`src/rtl/t1_pcs_pkg.sv`:
```
// Shared definitions for the 100BASE-T1 PCS transmit/receive symbol paths.
//   - ternary symbol encoding (T_POS / T_ZERO / T_NEG)
//   - transmit mapper FSM state enum
//   - SSD / ESD / underrun-ESD delimiter pair tables
//   - side-stream scrambler tap indices for the idle word Sy[2:0]
package t1_pcs_pkg;

  localparam logic [1:0] T_POS  = 2'b01;
  localparam logic [1:0] T_ZERO = 2'b00;
  localparam logic [1:0] T_NEG  = 2'b11;

  typedef enum logic [1:0] {ST_IDLE, ST_SSD, ST_DATA, ST_ESD} state_t;

  typedef struct packed {
    logic [1:0] ta;
    logic [1:0] tb;
  } tpair_t;

  // Delimiter tables are indexed by the 2-bit counter, so they hold four
  // entries. Only the first SSD_LEN / ESD_LEN entries are ever reached.
  localparam tpair_t SSD_PAIRS [4] = '{
    {T_ZERO, T_ZERO}, {T_ZERO, T_ZERO}, {T_ZERO, T_ZERO}, {T_ZERO, T_ZERO}};
  localparam tpair_t ESD_PAIRS [4] = '{
    {T_ZERO, T_ZERO}, {T_ZERO, T_ZERO}, {T_POS, T_POS}, {T_ZERO, T_ZERO}};
  localparam tpair_t ESD_ERR_PAIRS [4] = '{
    {T_ZERO, T_ZERO}, {T_ZERO, T_ZERO}, {T_NEG, T_NEG}, {T_ZERO, T_ZERO}};

  // Sy[2] = scr[6]^scr[16], Sy[1] = scr[3]^scr[8], Sy[0] = scr[0]
  localparam int SY2_TAP_A = 6;
  localparam int SY2_TAP_B = 16;
  localparam int SY1_TAP_A = 3;
  localparam int SY1_TAP_B = 8;
  localparam int SY0_TAP   = 0;

  function automatic logic [2:0] idle_sy(input logic [32:0] scr);
    return {scr[SY2_TAP_A] ^ scr[SY2_TAP_B],
            scr[SY1_TAP_A] ^ scr[SY1_TAP_B],
            scr[SY0_TAP]};
  endfunction

endpackage

```
`src/rtl/t1_3b2t_map.sv`:
```
// 3B2T mapper: 3-bit scrambled word Sd -> ternary pair (TA, TB).
// Purely combinational; also used by the receive-side demapper checker.
//   i_sd  3-bit scrambled word
//   o_ta  ternary A (01=+1, 00=0, 11=-1)
//   o_tb  ternary B
// (0,0) is never produced here; it is reserved for delimiters.
module t1_3b2t_map
  import t1_pcs_pkg::*;
(
  input  logic [2:0] i_sd,
  output logic [1:0] o_ta,
  output logic [1:0] o_tb
);

  always_comb begin
    o_ta = T_ZERO;
    o_tb = T_ZERO;
    case (i_sd)
      3'b000: begin o_ta = T_NEG;  o_tb = T_NEG;  end
      3'b001: begin o_ta = T_NEG;  o_tb = T_ZERO; end
      3'b010: begin o_ta = T_NEG;  o_tb = T_POS;  end
      3'b011: begin o_ta = T_ZERO; o_tb = T_NEG;  end
      3'b100: begin o_ta = T_POS;  o_tb = T_NEG;  end
      3'b101: begin o_ta = T_POS;  o_tb = T_ZERO; end
      3'b110: begin o_ta = T_POS;  o_tb = T_POS;  end
      3'b111: begin o_ta = T_ZERO; o_tb = T_POS;  end
      default: ;
    endcase
  end

endmodule

```
`src/rtl/t1_pcs_tx_sym_map.sv`:
```
// 100BASE-T1 PCS transmit symbol mapper.
// Frames 3B groups from the 4B3B stage with SSD/ESD, scrambles them with
// the side-stream idle word Sy and maps to ternary pairs, one per strobe.
// Idle periods are filled with mapped Sy. A missing group inside a frame
// terminates it with the underrun ESD variant.
//   clk, rst_n     clock, async active-low reset
//   i_sym_en       symbol strobe
//   i_scr          side-stream scrambler state Scr_n[32:0]
//   o_scr_adv      scrambler advance (= i_sym_en)
//   i_in_valid / i_in_data / i_in_last / o_in_ready   upstream group handshake
//   o_out_valid    1-cycle pulse, TA/TB updated
//   o_out_ta / o_out_tb   ternary pair (held between pulses)
//   o_underrun     pulse with the first underrun ESD pair
module t1_pcs_tx_sym_map
  import t1_pcs_pkg::*;
#(
  parameter int SSD_LEN = 3,  // 1..4
  parameter int ESD_LEN = 3   // 2..4 (underrun path starts at index 1)
) (
  input  logic        clk,
  input  logic        rst_n,
  input  logic        i_sym_en,
  input  logic [32:0] i_scr,
  output logic        o_scr_adv,
  input  logic        i_in_valid,
  input  logic [2:0]  i_in_data,
  input  logic        i_in_last,
  output logic        o_in_ready,
  output logic        o_out_valid,
  output logic [1:0]  o_out_ta,
  output logic [1:0]  o_out_tb,
  output logic        o_underrun
);

  state_t     r_state, w_state_nxt;
  logic [1:0] r_cnt,   w_cnt_nxt;
  logic       r_err,   w_err_nxt;

  logic [2:0] w_sy, w_sd;
  logic [1:0] w_map_ta, w_map_tb;
  tpair_t     w_pair;
  logic       w_ready, w_underrun;

  // Mapping always uses the pre-advance scrambler state sampled this edge.
  assign w_sy      = idle_sy(i_scr);
  assign w_sd      = (r_state == ST_DATA) ? (i_in_data ^ w_sy) : w_sy;
  assign o_scr_adv = i_sym_en;
  assign o_in_ready = w_ready;

  t1_3b2t_map u_map (
    .i_sd (w_sd),
    .o_ta (w_map_ta),
    .o_tb (w_map_tb)
  );

  always_ff @(posedge clk or negedge rst_n) begin
    if (!rst_n) begin
      r_state <= ST_IDLE;
      r_cnt   <= 2'd0;
      r_err   <= 1'b0;
    end else if (i_sym_en) begin
      r_state <= w_state_nxt;
      r_cnt   <= w_cnt_nxt;
      r_err   <= w_err_nxt;
    end
  end

  always_comb begin
    w_state_nxt = r_state;
    w_cnt_nxt   = r_cnt;
    w_err_nxt   = r_err;
    w_pair      = {w_map_ta, w_map_tb};
    w_ready     = 1'b0;
    w_underrun  = 1'b0;
    case (r_state)
      ST_IDLE: begin
        if (i_in_valid) begin
          w_state_nxt = ST_SSD;
          w_cnt_nxt   = 2'd0;
        end
      end
      ST_SSD: begin
        w_pair = SSD_PAIRS[r_cnt];
        if (r_cnt == 2'(SSD_LEN - 1)) begin
          w_state_nxt = ST_DATA;
          w_cnt_nxt   = 2'd0;
        end else begin
          w_cnt_nxt = r_cnt + 2'd1;
        end
      end
      ST_DATA: begin
        if (i_in_valid) begin
          w_ready = i_sym_en;
          if (i_in_last) begin
            w_state_nxt = ST_ESD;
            w_cnt_nxt   = 2'd0;
          end
        end else begin
          // Starved mid-frame: first error-ESD pair goes out now.
          w_pair      = ESD_ERR_PAIRS[0];
          w_underrun  = 1'b1;
          w_state_nxt = ST_ESD;
          w_cnt_nxt   = 2'd1;
          w_err_nxt   = 1'b1;
        end
      end
      ST_ESD: begin
        w_pair = r_err ? ESD_ERR_PAIRS[r_cnt] : ESD_PAIRS[r_cnt];
        if (r_cnt == 2'(ESD_LEN - 1)) begin
          w_state_nxt = ST_IDLE;
          w_cnt_nxt   = 2'd0;
          w_err_nxt   = 1'b0;
        end else begin
          w_cnt_nxt = r_cnt + 2'd1;
        end
      end
      default: w_state_nxt = ST_IDLE;
    endcase
  end

  always_ff @(posedge clk or negedge rst_n) begin
    if (!rst_n) begin
      o_out_valid <= 1'b0;
      o_out_ta    <= T_ZERO;
      o_out_tb    <= T_ZERO;
      o_underrun  <= 1'b0;
    end else begin
      o_out_valid <= i_sym_en;
      o_underrun  <= i_sym_en & w_underrun;
      if (i_sym_en) begin
        o_out_ta <= w_pair.ta;
        o_out_tb <= w_pair.tb;
      end
    end
  end

endmodule

```
`config.mk`:
```
export PLATFORM = sky130hd
export DESIGN_NAME = t1_pcs_tx_sym_map
export DESIGN_NICKNAME = d
export VERILOG_FILES = /design/src/rtl/t1_pcs_pkg.sv /design/src/rtl/t1_3b2t_map.sv /design/src/rtl/t1_pcs_tx_sym_map.sv
export SDC_FILE = /design/constraint.sdc
export NUM_CORES = 1
export LEC_CHECK = 0
export CAP_MARGIN = 5
export CORE_MARGIN = 2
export CORE_UTILIZATION = 37
export CTS_BUF_LIST = sky130_fd_sc_hd__clkbuf_16
export DETAILED_ROUTE_END_ITERATION = 10
export PLACE_DENSITY = 0.8
export SYNTH_ARGS = -nofsm -noshare
export SYNTH_HDL_FRONTEND = slang
export SYNTH_SLANG_ARGS = --single-unit
```
`constraint.sdc`:
```
create_clock -name clk -period 5 [get_ports clk]
set_clock_uncertainty 0.1 [all_clocks]
set_input_delay 1 -clock clk [delete_from_list [all_inputs] [get_ports clk]]
set_output_delay 1 -clock clk [all_outputs]
set_load 0.03 [all_outputs]
```
# ---- After elaboration in Yosys (flattened, before gate mapping)
# Memory sizes are Yosys's and may differ from the RTL's.
# Cells that the tools add are included.
dict set report word_totals {
  ff_bits 11
  mem_bits_ro 32
  input_bits 41
  out_inout_bits 8
  wordCells 61
  mem_count 1
}
# memory depth width rd rd_ports_with_merged_regs wr line
set mem_list {}
lappend mem_list {{(name not given)} 8 4 1 0 0 t1_3b2t_map.sv:18} ;# case (i_sd)
dict set report classes {
  n_addsub 1
  n_lt_le_gt_ge 1
  n_eq_ne 9
  muxes 31
  bitwise 5
  n_reduce_logical 6
}
# op n
set op_table {}
lappend op_table {{two-way mux 4 bit} 8}
lappend op_table {{binary-select mux 4 bit (select 2 bit)} 3}
lappend op_table {{two-way mux 2 bit} 9}
lappend op_table {{case mux 4 bit (3 select lines)} 1}
lappend op_table {{inequality test 2 bit, second input constant} 4}
lappend op_table {{case mux 2 bit (4 select lines)} 1}
lappend op_table {{equality test 2 bit, second input constant} 3}
lappend op_table {{two-way mux 1 bit} 6}
lappend op_table {{case mux 2 bit (3 select lines)} 1}
lappend op_table {{AND reduction 5 bit} 1}
lappend op_table {{AND reduction 4 bit} 1}
lappend op_table {{greater-or-equal comparator 3 bit, second input constant} 1}
lappend op_table {{two-way mux 3 bit} 1}
lappend op_table {{inequality test 3 bit, second input constant} 1}
lappend op_table {{inverter 2 -> 3 bit} 1}
lappend op_table {{AND reduction 3 bit} 1}
lappend op_table {{bitwise XOR 3 bit} 1}
lappend op_table {{adder 2 x 1 -> 2 bit, second input constant} 1}
lappend op_table {{equality test 2 x 1 -> 1 bit, second input constant} 1}
lappend op_table {{zero test 2 bit} 1}
lappend op_table {{case mux 1 bit (2 select lines)} 1}
lappend op_table {{nonzero test 2 bit} 1}
lappend op_table {{OR reduction 2 bit} 1}
lappend op_table {{bitwise XOR 1 bit} 2}
lappend op_table {{bitwise AND 1 bit} 1}

# ---- Logic depth before layout (Yosys ltp)
dict set report depth {
  depth_word 6
  depth_mapped 9
  mapped_depth_nobuf 9
}

# ---- Cells and area by module
# Synthesis repeated with hierarchy kept, for this count alone.
dict set report unflattened {
  hier_cells 79
  area_unflattened_um2 760.7
}
# module n_inst cells_each area_each_um2 seq_area_each_um2
set modules_own_cells {}
lappend modules_own_cells {t1_pcs_tx_sym_map 1 69 695.7 275.3}
lappend modules_own_cells {t1_3b2t_map 1 10 65.1 0.0}

# ---- Worst setup path after synthesis
# OpenSTA, ideal clock, no wires.
dict set report synth_path {
  path_type {input to output}
  from {input port i_sym_en}
  to {output port o_in_ready}
  arrival_ns 1.451
  required_ns 3.900
  setup_slack_ns 2.449
  path_stages 2
  n_path_buf 1
  path_cell_list {buf_4 and3_1}
}
dict set report synth_via {
  elab_chain_cells 2
}
# element line
set synth_rtl {}
lappend synth_rtl {{from (decl)} t1_pcs_tx_sym_map.sv:22} ;# input logic i_sym_en,
lappend synth_rtl {{two-way mux 1 bit} t1_pcs_tx_sym_map.sv:92} ;# if (i_in_valid) begin
lappend synth_rtl {{two-way mux 1 bit} t1_pcs_tx_sym_map.sv:75} ;# case (r_state)
lappend synth_rtl {{to (decl)} t1_pcs_tx_sym_map.sv:28} ;# output logic o_in_ready,
# Every way passes these cells.

# ---- Worst setup path in the final report
# Same ends and word-level chain as after synthesis.

==> run summary <==
The global routing usage summed across all routing layers came out at 0.143. The floorplan step defined a die boundary enclosing around 2300 µm². Leaving out fill and tap cells, the most frequent cells in the layout are sky130_fd_sc_hd__clkdlybuf4s50_1, sky130_fd_sc_hd__dfrtp_1, sky130_fd_sc_hd__ha_1.

The tool flagged a number of max-cap violations equal to 0. The leakage power of the design is between 0.4 and 0.5 nW. The total power divided by cell area is about 530 nW/µm². The final period demand of the worst path came out at 3710 ps. The placed instance area is approximately 940 µm². After clock tree synthesis, the clock-pin slew on the worst setup and hold paths is 40 ps. The final layout contains routed wiring with a total length of 1420 µm. The number of fillers in the final layout came out at 147.

STA puts the critical path data required time at around 3900 ps. The die width is just under 50 µm. The initialized floorplan defines 15 standard-cell rows. The cell count of the worst hold path came out at 1. The flow ran to the end, and the final reports show no timing, DRC or antenna violations. Counting stages on the worst path, the most repeated cell is sky130_fd_sc_hd__clkdlybuf4s50_1. The final route contains a little under 600 vias. The per-instance average area after synthesis is between 10 and 15 µm². The maximum clock rate is 269 MHz. The cell family contributing the most delay on the critical path is buffers and inverters. The headroom to the max-slew limit is 0.675. The initial antenna violation count came out at 0.

Port buffering added 20 buffers. The delay contributed by the slowest stage of the critical path came out at between 700 and 800 ps. Across the VDD grid, the largest voltage drop is around 0.00022 V. The number of inserted diodes is 0. The CTS sink count is 11. The routability-driven placement congestion ratio came out at 0.850.

The H-tree depth reported by CTS is 1. The post-synth design cell area is 721 µm². Dividing the detail-routed wire length by the instance count gives approximately 12 µm.

The slowest stage of the critical path belongs to the cell sky130_fd_sc_hd__clkdlybuf4s50_1. The period utilization came out at 0.743. The I/O pin count came out at 49. The critical path data arrival time is ~2600 ps. The remaining global-route overflow is 0.

The worst-margin pin slew came out at just under 500 ps. The number of storage elements in the synthesis netlist came out at 11. The buffer depth of the longest clock path came out at 2. The synthesis warning total came out at 0.

The final number of max-transition violations came out at 0. The sum of negative setup slack came out at 0 ps. The sequential cell area is around 280 µm². The global-route wire length before repair is 2170 µm. The critical path start-end classification is in -> out.

The core box area is roughly 1800 µm². The area used by multi-input combinational logic is 404 µm². After detailed routing, the number of remaining DRC violations is 0. The starting density of the core is 0.404. The number of cells traversed by the worst register-to-register path came out at 8.

The critical path buffer and inverter count is 2. The number of endpoints with negative hold slack in the final report came out at 0. STA classifies the critical path endpoint as an output port. The count of mapped cells out of synthesis came out at between 70 and 80.

Once layout is complete, the utilization of the core stands at 0.570. After clock tree synthesis, the repair step resized 0 gates. In this run, the number of DRC markers left after iteration 0 of detailed routing was 4.

The number of buffers inserted for hold repair after clock tree synthesis came out at 0. The sequential cell area fraction in the yosys report came out at 0.382. The remaining antenna violation count came out at 0. Setup repair after global routing left no endpoint under its margin. The leading cell type in the layout, fill and taps excluded is sky130_fd_sc_hd__clkdlybuf4s50_1.

The instance count on the critical path is 3. Entering global routing, the biggest net connects 15 pins. The distinct cell type count of the synthesized netlist is 30. The final setup violation count came out at 0. The async set-reset flop share out of synthesis came out at 1.00. The critical path goes through clkdlybuf4s50_1, and3_1, clkdlybuf4s50_1.

The number of nets in the finished design is roughly 140. The post-CTS setup repair buffer count came out at 0. In this run, synthesis inferred 0 flip-flops with an integrated enable.

TritonCTS built the clock tree. The type of the worst min-delay path is reg -> reg. The largest driver fanout on the critical path came out at 14. The synthesized netlist net count came out at 121.

The chip height is just under 50 µm. The main flop type after synthesis is sky130_fd_sc_hd__dfrtp_1. The vias per cell came out at approximately 5.

The number of global-route vias before repair came out at 531. The tightest hold margin came out at 375 ps. The count of TritonRoute iterations in the first routing pass came out at 2. The detailed-placement wirelength estimate came out at around 1100 µm.

The worst setup path is launched from an input pin. The fraction of layout cells with a size suffix above 1 is 0.0753. The cell at the root of the clock tree is sky130_fd_sc_hd__clkbuf_16.

The worst-skew pair later-pin latency is 240 ps. The area growth from synthesis to layout came out at 41.0%. With fillers left out, the area of the finished cells amounts to slightly above 1000 µm².

The number of clock buffers inserted by TritonCTS is 3.
-- final timing paths --
| path | end | start | slack, ps |
|---|---|---|---|
| hold / removal | o_out_ta[0] | o_out_ta[0] | 370 |
| hold reg to reg | o_out_ta[0] | o_out_ta[0] | 370 |
| min in group asynchronous | r_err | rst_n | 1000 |
| setup / recovery | o_in_ready | i_sym_en | 1290 |
| setup reg to reg | o_out_tb[1] | r_state[0] | 2620 |
| max in group asynchronous | o_out_tb[1] | rst_n | 3480 |
-- per-stage QoR --
stage | setup slack, ps | std cells | power (W)
after floorplan | 2450 | 71 | 0.000313
after global placement | 1300 | 114 | 0.000382
after detailed placement | 1300 | 114 | 0.000391
after CTS | 1300 | 118 | 0.000538
after global routing | 1220 | 118 | 0.000569
final | 1290 | 118 | 0.000536
-- state kept, by name (all words and copies together), names as in the netlist --
register	count
r_err	1
o_out_ta	2
o_out_valid	1
r_cnt	2
o_underrun	1
o_out_tb	2
r_state	2
-- area by class of cell --
type | count | area share
clock buffers | 3 | 0.0739
clock inverters | 1 | 0.00369
inverters | 7 | 0.0259
multi-input cells | 51 | 0.398
flip-flops and latches | 11 | 0.271
well taps | 25 | 0.0308
repair buffers | 20 | 0.197
-- kinds of logic (layout without fill, tap and decap cells) --
| group | count (synthesis) | after routing | synth area share |
|---|---|---|---|
| xor+xnor | 5 | 5 | 0.0608 |
| simple gates | 21 | 21 | 0.158 |
| flops | 11 | 11 | 0.382 |
| mux | 2 | 2 | 0.0295 |
| fa+ha+maj | 9 | 9 | 0.156 |
| compound gates | 14 | 14 | 0.156 |
| buf+inv | 9 | 31 | 0.0573 |
-- cells in the mapped netlist, types with 2 or more instances --
library cell,count,area share
sky130_fd_sc_hd__o211ai_1,2,0.021
sky130_fd_sc_hd__buf_4,2,0.021
sky130_fd_sc_hd__nor2_1,4,0.021
sky130_fd_sc_hd__o21ai_0,2,0.014
sky130_fd_sc_hd__ha_1,9,0.16
sky130_fd_sc_hd__o21a_1,2,0.021
sky130_fd_sc_hd__nand2_1,7,0.036
sky130_fd_sc_hd__nor3b_1,2,0.021
sky130_fd_sc_hd__xnor2_1,2,0.024
sky130_fd_sc_hd__and3_1,2,0.017
sky130_fd_sc_hd__dfrtp_1,11,0.38
sky130_fd_sc_hd__xor2_1,3,0.036
sky130_fd_sc_hd__inv_1,6,0.031
-- routing by layer --
layer	vias to the layer above	GRT usage	part of all wire	wire [µm]
met3	6	0.0333	0.036	51
li1	286	-	-	-
met1	276	0.143	0.41	587
met4	0	0.114	0.042	59
met2	19	0.253	0.51	719
met5	-	0	0	0
-- power by group --
part	switching, W	internal, W	total [W]	leakage [nW]
clock network	0.0000391	0.000105	0.000144	0.0423
logic	0.000142	0.000109	0.000251	0.280
registers	0.0000221	0.000119	0.000141	0.132
total	0.000204	0.000332	0.000536	0.455
No activity file was read; power rests on OpenSTA's default activity.
